--- src/rtl/vga_timing_pkg.sv ---
// vga_timing_pkg: mode table, test-bar geometry and bar colours
// shared by the VGA timing generator.
package vga_timing_pkg;

    typedef logic [15:0] tval_t;

    typedef struct packed {
        tval_t h_sync;
        tval_t h_bp;
        tval_t h_disp;
        tval_t h_fp;
        tval_t v_sync;
        tval_t v_bp;
        tval_t v_disp;
        tval_t v_fp;
        logic  pol;
    } mode_t;

    localparam mode_t MODE_640 = '{
        h_sync: 16'd96,  h_bp: 16'd48,  h_disp: 16'd640,  h_fp: 16'd16,
        v_sync: 16'd2,   v_bp: 16'd33,  v_disp: 16'd480,  v_fp: 16'd10,
        pol: 1'b0
    };

    localparam mode_t MODE_800 = '{
        h_sync: 16'd128, h_bp: 16'd88,  h_disp: 16'd800,  h_fp: 16'd40,
        v_sync: 16'd4,   v_bp: 16'd23,  v_disp: 16'd600,  v_fp: 16'd1,
        pol: 1'b1
    };

    localparam mode_t MODE_1024 = '{
        h_sync: 16'd136, h_bp: 16'd160, h_disp: 16'd1024, h_fp: 16'd24,
        v_sync: 16'd6,   v_bp: 16'd29,  v_disp: 16'd768,  v_fp: 16'd3,
        pol: 1'b0
    };

    // Bar width per mode: one eighth of the active width.
    localparam tval_t BAR_W_640  = 16'd80;
    localparam tval_t BAR_W_800  = 16'd100;
    localparam tval_t BAR_W_1024 = 16'd128;

    // {r,g,b}: white, yellow, cyan, green, magenta, red, blue, black
    localparam logic [0:7][2:0] BAR_RGB = {
        3'b111, 3'b110, 3'b011, 3'b010,
        3'b101, 3'b100, 3'b001, 3'b000
    };

    function automatic mode_t mode_params(input logic [1:0] m);
        unique case (m)
            2'd1:    return MODE_800;
            2'd2:    return MODE_1024;
            default: return MODE_640;
        endcase
    endfunction

    function automatic tval_t bar_width(input logic [1:0] m);
        unique case (m)
            2'd1:    return BAR_W_800;
            2'd2:    return BAR_W_1024;
            default: return BAR_W_640;
        endcase
    endfunction

    function automatic logic [2:0] bar_index(input tval_t x, input tval_t w);
        logic [2:0] idx;
        tval_t      bnd;
        idx = 3'd0;
        bnd = w;
        for (int k = 1; k < 8; k++) begin
            if (x >= bnd) idx = 3'(k);
            bnd = bnd + w;
        end
        return idx;
    endfunction

endpackage

--- src/rtl/vga_delay_line.sv ---
// vga_delay_line: fixed-depth shift register with asynchronous clear,
// used to line up sync/DE with the pixel fetch latency.
module vga_delay_line #(
    parameter int WIDTH = 1,
    parameter int DEPTH = 1
) (
    input  logic             clk,
    input  logic             rst,
    input  logic [WIDTH-1:0] d,
    output logic [WIDTH-1:0] q
);

    logic [WIDTH-1:0] sr [DEPTH];

    always_ff @(posedge clk or posedge rst) begin
        if (rst) begin
            for (int i = 0; i < DEPTH; i++) sr[i] <= '0;
        end else begin
            sr[0] <= d;
            for (int i = 1; i < DEPTH; i++) sr[i] <= sr[i-1];
        end
    end

    assign q = sr[DEPTH-1];

endmodule

--- src/rtl/vga_mode_timing.sv ---
// vga_mode_timing: 640x480/800x600/1024x768 timing generator with frame-aligned
// mode switching. Define VGA_TESTBAR_EN to add the test_en colour-bar source.
module vga_mode_timing
    import vga_timing_pkg::*;
#(
    parameter int COORD_W  = 11,
    parameter int RGB_W    = 12,
    parameter int PIPE_LAT = 1
) (
    input  logic               vga_clk,
    input  logic               sys_rst,
    input  logic [1:0]         mode_sel,
    input  logic [RGB_W-1:0]   pixel_data,
`ifdef VGA_TESTBAR_EN
    input  logic               test_en,
`endif
    output logic               pixel_req,
    output logic [COORD_W-1:0] pixel_xpos,
    output logic [COORD_W-1:0] pixel_ypos,
    output logic               vga_hs,
    output logic               vga_vs,
    output logic               vga_de,
    output logic [RGB_W-1:0]   vga_rgb,
    output logic [COORD_W-1:0] h_disp,
    output logic [COORD_W-1:0] v_disp,
    output logic [1:0]         mode_cur,
    output logic               frame_start
);

    localparam logic [COORD_W-1:0] C_ONE = COORD_W'(1);
    localparam int CW = RGB_W / 3;
`ifdef VGA_TESTBAR_EN
    localparam int DW = 7;
`else
    localparam int DW = 4;
`endif

    mode_t              m;
    logic [1:0]         mode_pend;
    logic [COORD_W-1:0] h_cnt, v_cnt;
    logic [COORD_W-1:0] h_sync, h_as, h_ae, h_last;
    logic [COORD_W-1:0] v_sync, v_as, v_ae, v_last;
    logic               h_vis, v_vis, vis;
    logic [COORD_W-1:0] x_next, y_next;
    logic               hs_act, vs_act, pol_s;
    logic [DW-1:0]      dl_d, dl_q;
    logic [RGB_W-1:0]   src_rgb;

    assign m      = mode_params(mode_cur);
    assign h_sync = COORD_W'(m.h_sync);
    assign h_as   = COORD_W'(m.h_sync + m.h_bp);
    assign h_ae   = COORD_W'(m.h_sync + m.h_bp + m.h_disp);
    assign h_last = COORD_W'(m.h_sync + m.h_bp + m.h_disp + m.h_fp - 16'd1);
    assign v_sync = COORD_W'(m.v_sync);
    assign v_as   = COORD_W'(m.v_sync + m.v_bp);
    assign v_ae   = COORD_W'(m.v_sync + m.v_bp + m.v_disp);
    assign v_last = COORD_W'(m.v_sync + m.v_bp + m.v_disp + m.v_fp - 16'd1);
    assign h_disp = COORD_W'(m.h_disp);
    assign v_disp = COORD_W'(m.v_disp);

    // Gated by reset so the pulse lands on the first cycle after release.
    assign frame_start = ~sys_rst & (h_cnt == '0) & (v_cnt == '0);

    always_ff @(posedge vga_clk or posedge sys_rst) begin
        if (sys_rst) begin
            h_cnt     <= '0;
            v_cnt     <= '0;
            mode_cur  <= 2'd0;
            mode_pend <= 2'd0;
        end else begin
            mode_pend <= (mode_sel == 2'd3) ? 2'd0 : mode_sel;
            if (h_cnt == h_last) begin
                h_cnt <= '0;
                if (v_cnt == v_last) begin
                    v_cnt    <= '0;
                    mode_cur <= mode_pend;
                end else begin
                    v_cnt <= v_cnt + C_ONE;
                end
            end else begin
                h_cnt <= h_cnt + C_ONE;
            end
        end
    end

    assign h_vis  = (h_cnt >= h_as) && (h_cnt < h_ae);
    assign v_vis  = (v_cnt >= v_as) && (v_cnt < v_ae);
    assign vis    = h_vis & v_vis;
    assign x_next = vis ? h_cnt - h_as : '0;
    assign y_next = vis ? v_cnt - v_as : '0;

    always_ff @(posedge vga_clk or posedge sys_rst) begin
        if (sys_rst) begin
            pixel_req  <= 1'b0;
            pixel_xpos <= '0;
            pixel_ypos <= '0;
            hs_act     <= 1'b0;
            vs_act     <= 1'b0;
            pol_s      <= 1'b0;
        end else begin
            pixel_req  <= vis;
            pixel_xpos <= x_next;
            pixel_ypos <= y_next;
            hs_act     <= h_cnt < h_sync;
            vs_act     <= v_cnt < v_sync;
            pol_s      <= m.pol;
        end
    end

`ifdef VGA_TESTBAR_EN
    logic [2:0] bar_s;
    logic [2:0] bar_c;

    always_ff @(posedge vga_clk or posedge sys_rst) begin
        if (sys_rst) bar_s <= 3'd0;
        else         bar_s <= bar_index(tval_t'(x_next), bar_width(mode_cur));
    end

    assign dl_d    = {bar_s, pol_s, vs_act, hs_act, pixel_req};
    assign bar_c   = BAR_RGB[dl_q[6:4]];
    assign src_rgb = test_en ? {{CW{bar_c[2]}}, {CW{bar_c[1]}}, {CW{bar_c[0]}}}
                             : pixel_data;
`else
    assign dl_d    = {pol_s, vs_act, hs_act, pixel_req};
    assign src_rgb = pixel_data;
`endif

    vga_delay_line #(
        .WIDTH (DW),
        .DEPTH (PIPE_LAT)
    ) u_align (
        .clk (vga_clk),
        .rst (sys_rst),
        .d   (dl_d),
        .q   (dl_q)
    );

    // Sync levels are stored polarity-free so a cleared line reads inactive.
    always_ff @(posedge vga_clk or posedge sys_rst) begin
        if (sys_rst) begin
            vga_de  <= 1'b0;
            vga_hs  <= 1'b1;
            vga_vs  <= 1'b1;
            vga_rgb <= '0;
        end else begin
            vga_de  <= dl_q[0];
            vga_hs  <= dl_q[1] ~^ dl_q[3];
            vga_vs  <= dl_q[2] ~^ dl_q[3];
            vga_rgb <= dl_q[0] ? src_rgb : '0;
        end
    end

endmodule

--- config.mk ---
export PLATFORM = sky130hd
export DESIGN_NAME = vga_mode_timing
export DESIGN_NICKNAME = d
export VERILOG_FILES = /design/src/rtl/vga_timing_pkg.sv /design/src/rtl/vga_delay_line.sv /design/src/rtl/vga_mode_timing.sv
export SDC_FILE = /design/constraint.sdc
export NUM_CORES = 1
export LEC_CHECK = 0
export BUFFER_PORTS_ARGS = -buffer_cell sky130_fd_sc_hd__buf_4
export CORE_ASPECT_RATIO = 1.2
export CORE_MARGIN = 2
export CORE_UTILIZATION = 34
export DETAILED_ROUTE_END_ITERATION = 6
export GPL_TIMING_DRIVEN = 0
export PLACE_DENSITY = 0.56
export SLEW_MARGIN = 20
export SYNTH_ARGS = -nofsm -noshare
export SYNTH_HDL_FRONTEND = slang
export SYNTH_SLANG_ARGS = --single-unit
--- constraint.sdc ---
create_clock -name vga_clk -period 3.85 [get_ports vga_clk]
set_input_delay 0.385 -clock vga_clk [delete_from_list [all_inputs] [get_ports vga_clk]]
set_output_delay 0.385 -clock vga_clk [all_outputs]
set_load 0.1 [all_outputs]
==> impl_metrics.env <==
export IMPL_rows=43
export IMPL_period_minus_slack_ps=2900
export IMPL_cts_sinks=71
export IMPL_timing_fmax_mhz=345
export IMPL_ys_ff_latch=71
export IMPL_synth_ff_type="dfrtp_1"
export IMPL_firstDrtPassIters=5
export IMPL_syn2layout_area_growth_pct=27.4
export IMPL_p_comb_share_pct=4.9
export IMPL_hold_path_class="input pin to async pin"
export IMPL_layout_drive_gt1_share_pct=26.7
export IMPL_portBuffers=68
export IMPL_switching_share_pct=21.6
export IMPL_slowest_delay_ps=440
export IMPL_crit_family="adder cells"
export IMPL_worst_setup_path_end_kind="flop"
export IMPL_slowest_stage="fa_1"
export IMPL_seq_area_frac_synth_pct=44.1
export IMPL_antenna_found_initial=0
export IMPL_grtUsageMet3_pct=3.67
export IMPL_vias=3192
export IMPL_leakage_uw=0.00251
export IMPL_place_detailed_hpwl_um=7060
export IMPL_drt_wirelength_per_cell_um=14.4
export IMPL_status="finished, final reports clean"
export IMPL_rsz0062_at_grt="no"
export IMPL_route_detailed_drc=0
export IMPL_antenna_left=0
export IMPL_p_total_uw=1700
export IMPL_setup_violations_final=0
export IMPL_arrival_ps=3150
export IMPL_dp_cells=636
export IMPL_coreArea_mm2=0.0116
export IMPL_drv_cap=0
export IMPL_syn_avg_cell_area_um2=10.1
export IMPL_cp_start_kind="flop"
export IMPL_antennaDiodeCount=0
export IMPL_switching_power_uw=368
export IMPL_grt_pass1_vias=3085
export IMPL_cts_buffer_depth=2
export IMPL_start_util_pct=34.9
export IMPL_internal_power_uw=1330
export IMPL_post_dp_cell_area_mm2=0.00483
export IMPL_fp_dieArea_mm2=0.0127
export IMPL_cp_num_buf_inv=4
export IMPL_post_cts_resized=0
export IMPL_worst_path_max_fanout=14
export IMPL_die_h_um=123
export IMPL_grt_overflow=0
export IMPL_syn_inst=401
export IMPL_drt_wl_total_um=9370
export IMPL_slew_headroom_pct=60.5
export IMPL_final_setup_skew_ps=6.42
export IMPL_gr_usage_all_layers_pct=15.5
export IMPL_pwr_share_seq_pct=43.9
export IMPL_clk_pin_slew_ps=60
export IMPL_initialDrtViolationCount=172
export IMPL_grt_pass1_wl_um=15200
export IMPL_clkPwrFrac_pct=51.2
export IMPL_ys_async_sr_fraction_pct=100
export IMPL_yosys_warnings=0
export IMPL_synth_edf_count=0
export IMPL_grt_max_degree=48
export IMPL_use_met1_pct=19.7
export IMPL_via_per_inst=4.90
export IMPL_cts_hold_buf=0
export IMPL_finish_instance_area_mm2=0.00513
export IMPL_cts_buffers_inserted=9
export IMPL_slew_viol_final=0
export IMPL_vdd_ir_drop_max_v=0.000194
export IMPL_critPathKind="flop to flop"
export IMPL_netlist_area_mm2=0.00403
export IMPL_ioPinCount=79
export IMPL_die_x_um=103
export IMPL_fin_crit_sh_pct=75.3
export IMPL_met2_usage_pct=24.8
export IMPL_final_cells=652
export IMPL_place_gp_congestion=0.857
export IMPL_ys_types=60
export IMPL_cts_root_buffer="clkbuf_16"
export IMPL_grt_busiest_layer="met2"
export IMPL_cts_setup_buffers=0
export IMPL_path_cells="inv_1, ha_4, clkinvlp_4, ha_1, inv_1, fa_1, nand3_1, a21oi_1, o31ai_1, nand4_4, buf_6, a21oi_1"
export IMPL_nNetsFinal=541
export IMPL_cts_tree="done"
export IMPL_cp_required_ps=4100
export IMPL_cellPowerDensity_mw_per_mm2=332
export IMPL_worst_pin_slew_ps=586
export IMPL_hold_viol=0
export IMPL_cts_max_level=3
export IMPL_insertion_delay_ps=340
-- stage by stage --
step	hold slack (ps)	utilization (%)	setup slack [ps]	setup TNS, ps
finish	29.4	44.4	951	0
global route	59.2	44.4	771	0
CTS	43.0	44.4	925	0
detailed placement	336	41.7	960	0
global placement	331	41.5	-162	-162
floorplan	331	-	-388	-388
-- cells by family after synthesis --
logic type,synth area share (%)
buffers and inverters,7.82
flip-flops,44.1
adder cells (fa/ha/maj),11.0
AND/OR/NAND/NOR,19.3
other,0.186
AO/OA/AOI/OAI,12.0
XOR/XNOR,5.00
multiplexers,0.559
-- layout make-up --
class	instances	area, µm²
Fill cell	1112	6430
Multi-Input combinational cell	283	1990
Sequential cell	71	1780
Timing Repair Buffer	69	538
Clock buffer	12	236
Buffer	30	218
Tap cell	157	196
Inverter	26	104
Clock inverter	4	70.1
-- routing by layer --
| layer | wire [µm] | up-vias | part of all wire (%) |
|---|---|---|---|
| li1 | - | 1559 | - |
| met1 | 4050 | 1511 | 43 |
| met2 | 4580 | 113 | 49 |
| met3 | 606 | 9 | 6.5 |
| met4 | 140 | 0 | 1.5 |
| met5 | 0 | - | 0 |
-- registers in the layout (all words and copies together), names as in the netlist --
signal and flops:
pixel_ypos 11, pixel_req 1, vga_rgb 12, mode_pend 2, pixel_xpos 11, u_align.q 4
pol_s 1, vga_vs 1, vga_hs 1, mode_cur 2, v_cnt 11, h_cnt 11
vga_de 1, hs_act 1, vs_act 1
-- power by group through the flow --
stage	Sequential (µW)	Clock (µW)	Combinational, µW
detailed placement	761	0	83.8
floorplan	761	0	63.1
finish	748	872	82.7
global placement	761	0	79.4
CTS	748	887	83.9
global route	748	921	88.9
-- cell usage after synthesis, types with 6 or more instances --
cell | instances | area (µm²)
dfrtp_1 | 69 | 1730
ha_1 | 34 | 425
nor2_1 | 33 | 124
inv_1 | 26 | 97.6
a21oi_1 | 21 | 105
nand3_1 | 19 | 95.1
buf_4 | 18 | 135
o21ai_0 | 17 | 85.1
nand2_1 | 16 | 60.1
and2_1 | 14 | 87.6
xor2_1 | 12 | 105
xnor2_1 | 11 | 96.3
nor3_1 | 8 | 40.0
or3_1 | 8 | 50.1
nand4_1 | 7 | 43.8
o31ai_1 | 6 | 45.0
-- worst register-to-register path, stage by stage (launching register included) --
cell,delay (ps)
dfrtp_2,430
inv_1,120
ha_4,280
clkinvlp_4,170
ha_1,180
inv_1,50
fa_1,440
nand3_1,140
a21oi_1,70
o31ai_1,370
nand4_4,210
buf_6,190
a21oi_1,140
-- layout by cell type (no fill, tap or decap), types with 5 or more instances in the layout --
| master | Yosys | routed |
|---|---|---|
| dfrtp_1 | 69 | 68 |
| and2_1 | 14 | 14 |
| a21oi_1 | 21 | 21 |
| conb_1 | 2 | 11 |
| clkbuf_16 | 0 | 9 |
| nor3_1 | 8 | 8 |
| nand2_1 | 16 | 16 |
| nand3_1 | 19 | 19 |
| nand4_1 | 7 | 7 |
| o31ai_1 | 6 | 6 |
| inv_1 | 26 | 24 |
| ha_1 | 34 | 32 |
| buf_2 | 5 | 5 |
| nor2_1 | 33 | 33 |
| clkbuf_1 | 2 | 5 |
| xor2_1 | 12 | 12 |
| buf_4 | 18 | 86 |
| or3_1 | 8 | 8 |
| xnor2_1 | 11 | 11 |
| o21ai_0 | 17 | 17 |
| nor2b_1 | 5 | 5 |
-- path summary, 6_finish.rpt --
| path | start | to | slack, ps | cells after the start |
|---|---|---|---|---|
| min in group vga_clk | mode_sel[1] | mode_pend[0] | 200 | 2 |
| worst max-delay path | mode_cur[0] | pixel_ypos[8] | 950 | 12 |
| worst max register to register | mode_cur[0] | pixel_ypos[8] | 950 | 12 |
| max in group asynchronous | sys_rst | vga_vs | 3230 | 3 |
| worst min register to register | pol_s | u_align.q[3] | 340 | 0 |
| worst min-delay path | sys_rst | pixel_xpos[7] | 30 | 2 |
(Power assumes the default switching activity.)
